[src/rtl/updown_pkg.sv]
// Shared definitions for the up/down guessing game.
// Pure constants and types; no logic, no latency.
// No flow control lives here.
package updown_pkg;

    // Width of targets, guesses and the LFSR
    localparam int VAL_W = 7;

    // result_code encodings
    localparam logic [1:0] RES_UP      = 2'd0;  // target > guess
    localparam logic [1:0] RES_DOWN    = 2'd1;  // target < guess
    localparam logic [1:0] RES_CORRECT = 2'd2;
    localparam logic [1:0] RES_INVALID = 2'd3;

    // game_state encodings
    localparam logic [1:0] ST_IDLE = 2'd0;
    localparam logic [1:0] ST_PLAY = 2'd1;
    localparam logic [1:0] ST_WIN  = 2'd2;
    localparam logic [1:0] ST_LOSE = 2'd3;

    // Map a non-zero LFSR value (1..127) into 1..max_value.
    // A single subtraction is enough because max_value >= 64 keeps the result in range.
    // Smaller max_value settings give a biased but still non-zero target.
    function automatic logic [VAL_W-1:0] fold_target(input logic [VAL_W-1:0] raw,
                                                     input logic [VAL_W-1:0] max_value);
        fold_target = (raw > max_value) ? (raw - max_value) : raw;
    endfunction

endpackage

[src/rtl/updown_lfsr.sv]
// 7-bit Fibonacci LFSR, polynomial x^7+x^6+1, free-running.
// Advances on every clock edge; value is the registered state.
// No backpressure: it never stalls, and a non-zero seed keeps it off the all-zero lockup state.
module updown_lfsr
    import updown_pkg::*;
#(
    parameter logic [VAL_W-1:0] SEED = 7'h5A
) (
    input  logic             clk,
    input  logic             reset,
    output logic [VAL_W-1:0] value
);

    logic [VAL_W-1:0] lfsr_q;
    logic [VAL_W-1:0] lfsr_d;

    // Shift left; feedback is the XOR of the taps for x^7 and x^6
    always_comb begin
        lfsr_d = {lfsr_q[VAL_W-2:0], lfsr_q[6] ^ lfsr_q[5]};
    end

    // State register, seeded on reset
    always_ff @(posedge clk or posedge reset) begin
        if (reset) lfsr_q <= SEED;
        else       lfsr_q <= lfsr_d;
    end

    assign value = lfsr_q;

endmodule

[src/rtl/guess_judge.sv]
// Referee for the up/down game: holds the target, judges guesses, counts attempts.
// Latency 1: result_valid is registered and pulses the cycle after guess_ready.
// No backpressure: every guess accepted in PLAY gets exactly one result; other guesses are dropped.
module guess_judge
    import updown_pkg::*;
#(
    parameter int               MAX_VALUE    = 100,
    parameter int               MAX_ATTEMPTS = 7,
    parameter logic [VAL_W-1:0] LFSR_SEED    = 7'h5A
) (
    input  logic             clk,
    input  logic             reset,
    input  logic             start,
    input  logic             target_load,
    input  logic [VAL_W-1:0] target_value,
    input  logic             guess_ready,
    input  logic [VAL_W-1:0] guess_number,
    output logic             result_valid,
    output logic [1:0]       result_code,
    output logic [3:0]       attempts,
    output logic [1:0]       game_state
);

    localparam logic [VAL_W-1:0] MAX_VAL_C = VAL_W'(MAX_VALUE);
    localparam logic [3:0]       MAX_ATT_C = 4'(MAX_ATTEMPTS);

    logic [VAL_W-1:0] lfsr_val;

    logic [VAL_W-1:0] target_q,  target_d;
    logic [1:0]       state_q,   state_d;
    logic [3:0]       att_q,     att_d;
    logic [1:0]       code_q,    code_d;
    logic             vld_q,     vld_d;

    logic             guess_bad;
    logic [3:0]       att_inc;

    updown_lfsr #(
        .SEED (LFSR_SEED)
    ) u_lfsr (
        .clk   (clk),
        .reset (reset),
        .value (lfsr_val)
    );

    assign guess_bad = (guess_number == '0) || (guess_number > MAX_VAL_C);
    assign att_inc   = att_q + 4'd1;

    // Next-state: a new game outranks any guess in the same cycle
    always_comb begin
        target_d = target_q;
        state_d  = state_q;
        att_d    = att_q;
        code_d   = code_q;
        vld_d    = 1'b0;

        if (target_load || start) begin
            // target_load wins over start so directed tests stay deterministic
            target_d = target_load ? target_value : fold_target(lfsr_val, MAX_VAL_C);
            state_d  = ST_PLAY;
            att_d    = 4'd0;
        end else if (guess_ready && (state_q == ST_PLAY)) begin
            vld_d = 1'b1;
            if (guess_bad) begin
                code_d = RES_INVALID;
            end else begin
                att_d = att_inc;
                if (guess_number == target_q) begin
                    // A hit on the last attempt still counts as a win
                    code_d  = RES_CORRECT;
                    state_d = ST_WIN;
                end else begin
                    code_d = (target_q > guess_number) ? RES_UP : RES_DOWN;
                    if (att_inc == MAX_ATT_C) state_d = ST_LOSE;
                end
            end
        end
    end

    // Game registers
    always_ff @(posedge clk or posedge reset) begin
        if (reset) begin
            target_q <= '0;
            state_q  <= ST_IDLE;
            att_q    <= 4'd0;
            code_q   <= RES_UP;
            vld_q    <= 1'b0;
        end else begin
            target_q <= target_d;
            state_q  <= state_d;
            att_q    <= att_d;
            code_q   <= code_d;
            vld_q    <= vld_d;
        end
    end

    assign result_valid = vld_q;
    assign result_code  = code_q;
    assign attempts     = att_q;
    assign game_state   = state_q;

endmodule
[config.mk]
export PLATFORM = sky130hd
export DESIGN_NAME = guess_judge
export DESIGN_NICKNAME = d
export VERILOG_FILES = /design/src/rtl/updown_pkg.sv /design/src/rtl/updown_lfsr.sv /design/src/rtl/guess_judge.sv
export SDC_FILE = /design/constraint.sdc
export NUM_CORES = 1
export LEC_CHECK = 0
export BUFFER_PORTS_ARGS = -buffer_cell sky130_fd_sc_hd__buf_4
export CORE_UTILIZATION = 58
export CTS_CLUSTER_SIZE = 28
export DETAILED_ROUTE_END_ITERATION = 16
export PLACE_DENSITY = 0.83
export SYNTH_ARGS = -nofsm -noshare
export SYNTH_HDL_FRONTEND = slang
export SYNTH_HIERARCHICAL = 1
export SYNTH_SLANG_ARGS = --single-unit
[constraint.sdc]
create_clock -name clk -period 5.1 [get_ports clk]
set_input_delay 0.765 -clock clk [delete_from_list [all_inputs] [get_ports clk]]
set_output_delay 0.765 -clock clk [all_outputs]
set_load 0.1 [all_outputs]
==> results.py <==
metrics = {
    "placement": {
        "dp_hpwl_mm": 2.328,
        "io_buffer_count": 27,
        "gp_congestion": 0.8937,
        "placed_cells": 193,
        "dpl_cell_area_sq_um": 1582,
    },
    "die": {
        "start_util_pct": 62.15,
        "io_pins": 28,
        "die_w_um": 51.16,
        "dieArea_sq_um": 2617,
        "fp-row-count": 17,
        "fp.coreArea_sq_um": 2255,
        "die_height_um": 51.16,
    },
    "logic_synthesis": {
        "ys.flop_type": "dfrtp_1",
        "ys.warnings.count": 6,
        "synth_top_family_by_area": "compound AO/OA/AOI/OAI gates",
        "ys_seq_area_share_pct": 41.43,
        "synthesis.area_sq_um": 1401,
        "synthSimpleGateAreaFrac_pct": 14.91,
        "synth_mux_area_share_pct": 1.429,
        "ys_ff_latch": 23,
        "syn-num-nets": 177,
        "synth_compound_area_share_pct": 22.14,
        "synth_top_area_cell": "dfrtp_1",
        "synth_cells": 147,
        "synth_cell_types": 46,
        "synth_edf_count": 0,
        "netlist.area_leader.share_pct": 33.93,
        "post_synth.cell_area_avg_sq_um": 9.533,
        "synthArstFlopShare_pct": 100.0,
        "synthTopCellsByArea": "dfrtp_1, ha_1, dfstp_2",
        "synthAdderAreaFrac_pct": 9.821,
        "synthXorXnorAreaFrac_pct": 1.875,
    },
    "run": {
        "maxCapViolCount": 0,
    },
    "timing": {
        "fin_crit_ns": 1.867,
        "fmax_mhz": 535.5,
        "slew_headroom_pct": 53.69,
        "maxSlewViolCount": 0,
        "finalSetupTns_ns": 0,
        "rsz0062_at_grt": "false",
        "final_hold_viol_count": 0,
        "finClkSkew_ns": 0.003581,
        "worst_pin_slew_ns": 0.6849,
        "whs_ns": 0.3681,
        "setup_viol": 0,
        "period_share_pct": 36.61,
    },
    "clocking": {
        "cts_tree": "built",
        "cts_resized": 0,
        "cts_made_buffers": 3,
        "clk_latency_ns": 0.31,
        "clkTransAtPathRegs_ns": 0.13,
        "cts_setup_buffers": 0,
        "clockRootBuffer": "clkbuf_4",
        "cts_max_path_buffers": 2,
        "clock_sinks": 23,
        "cts_hold_buf": 0,
        "h-tree-depth": 1,
    },
    "worst_setup_path": {
        "max_stage_delay_ns": 0.61,
        "criticalPathCategory": "register to register",
        "crit_buf_inv": 1,
        "cp_top_family": "compound AO/OA/AOI/OAI gates",
        "cp-end-kind": "register",
        "cpMaxStageDelayCell": "dfstp_2",
        "crit_path_max_fanout": 7,
        "worst-path-stages": 6,
        "critPathRequiredTime_ns": 5.36,
        "path_cells": "inv_1 > ha_1 > or4b_4 > o211ai_1 > a2111oi_1 > a221o_1",
        "ff2ff_path_depth": 6,
        "critPathLaunchType": "register",
        "cp.arrival_ns": 2.13,
    },
    "final_layout": {
        "nets": 200,
        "drive_above_1_share_pct": 24.85,
        "postLayoutCellArea_sq_um": 1609,
        "finalNonFillerCells": 197,
        "area_growth_pct": 14.82,
        "num_antenna_cells": 0,
    },
    "detailed_routing": {
        "vias": 1145,
        "viasPerCell": 5.812,
        "drc": 0,
        "ant_nets": 0,
        "first_pass_iters": 4,
        "drtIter0Drc": 21,
        "wl_mm": 2.960,
        "routedWlPerCell_um": 15.03,
    },
    "status": {
        "outcome": "finished clean",
    },
    "grt": {
        "grt_first_pass_wirelength_mm": 5.085,
        "grtUsageTotal_pct": 26.76,
        "grt_max_degree": 17,
        "first_global_vias": 1163,
        "antenna_found_initial": 0,
        "grt_overflow_total": 0,
    },
    "power_and_ir_drop": {
        "peakVddDrop_mv": 0.1864,
        "leakage_uw": 0.0007362,
        "totalPowerFinal_uw": 370.6,
        "power.density_nw_per_um2": 230.3,
    },
    "hold_path": {
        "hold_path_class": "primary input to asynchronous set/reset pin",
    },
}
where the power goes:
part | internal [uW] | switching [uW] | leakage (uW)
sequential | 191 | 5.64 | 0.000283
clock | 29.3 | 56.0 | 0.0000177
combinational | 29.6 | 59.4 | 0.000435
total | 250 | 121 | 0.000736
placed cells by master, fill, tap and decap left out, types with 2 or more instances in the layout:
cell	n
buf_4	27
dfrtp_1	19
inv_1	16
a21oi_1	13
ha_1	11
nand2_1	10
o21ai_0	7
nor2_1	6
a211oi_1	4
nor3_1	4
dfstp_2	4
a31oi_1	3
nand3_1	3
clkbuf_4	3
nor2b_1	2
o311a_1	2
a21o_1	2
nand4_1	2
o31ai_1	2
mux2i_1	2
xor2_1	2
through the flow:
step	setup slack, ns	util [%]
finish	3.233	71.37
global route	3.037	71.37
CTS	3.222	71.37
detailed placement	2.966	70.14
global placement	2.988	70.14
floorplan	3.149	-
metal layers:
metal  routed length [um]  GRT usage, %  share of wire [%]  vias up
li1                     -             -                  -      573
met1                 1277         31.36                 43      542
met2                 1575         48.03                 53       28
met3                   90         3.571                3.0        2
met4                   17         12.04               0.57        0
met5                    0             0                  0        -
area by class of cell:
cell class                      instances  area (sq um)
Inverter                               16         60.06
Tap cell                               28         35.03
Sequential cell                        23         580.6
Clock inverter                          1         5.005
Fill cell                             168         645.6
Multi-Input combinational cell         99         703.2
Clock buffer                            3         22.52
Timing Repair Buffer                   27         202.7
synth_stat cells (all sizes together), types with 2 or more instances:
cell / count
nor4: 2
nor2: 7
a31oi: 3
o21ai: 7
o311ai: 2
xor2: 2
o311a: 2
mux2i: 2
clkbuf: 2
nand4: 2
buf: 7
o31ai: 2
nor3: 4
a21oi: 14
dfstp: 4
nor2b: 2
nand2: 10
a211oi: 4
nand3: 3
ha: 11
dfrtp: 19
a21o: 2
inv: 16
cells by family (layout without fill, tap and decap cells):
family,Yosys count,count (layout)
AO/OA/AOI/OAI,45,45
AND/OR/NAND/NOR,38,38
buffers and inverters,25,47
flip-flops,23,23
adder cells (fa/ha/maj),11,11
XOR/XNOR,3,3
multiplexers,2,2
path summary, 6_finish.rpt:
path | start | to | slack [ns]
worst max-delay path | u_lfsr/value[3] | target_q[4] | 3.23
worst min-delay path | reset | u_lfsr/value[2] | 0.37
worst max register to register | u_lfsr/value[3] | target_q[4] | 3.23
worst min register to register | u_lfsr/value[3] | u_lfsr/value[4] | 0.42
max in group asynchronous | reset | attempts[1] | 4.20
min in group clk | u_lfsr/value[3] | u_lfsr/value[4] | 0.42
registers in the layout (all words and copies together), names as in the netlist:
name,cells
attempts,4
result_valid,1
game_state,2
result_code,2
target_q,7
u_lfsr/value,7
worst reg2reg max path: cells and delay by family, from the launching register on:
kind                       cells  cell delay, ns
adders and majority gates      1            0.19
AOI/OAI and AO/OA              3            0.70
DFF                            1            0.61
and+or+nand+nor                1            0.22
buffers and inverters          1            0.09
No activity file was read; power rests on OpenSTA's default activity.
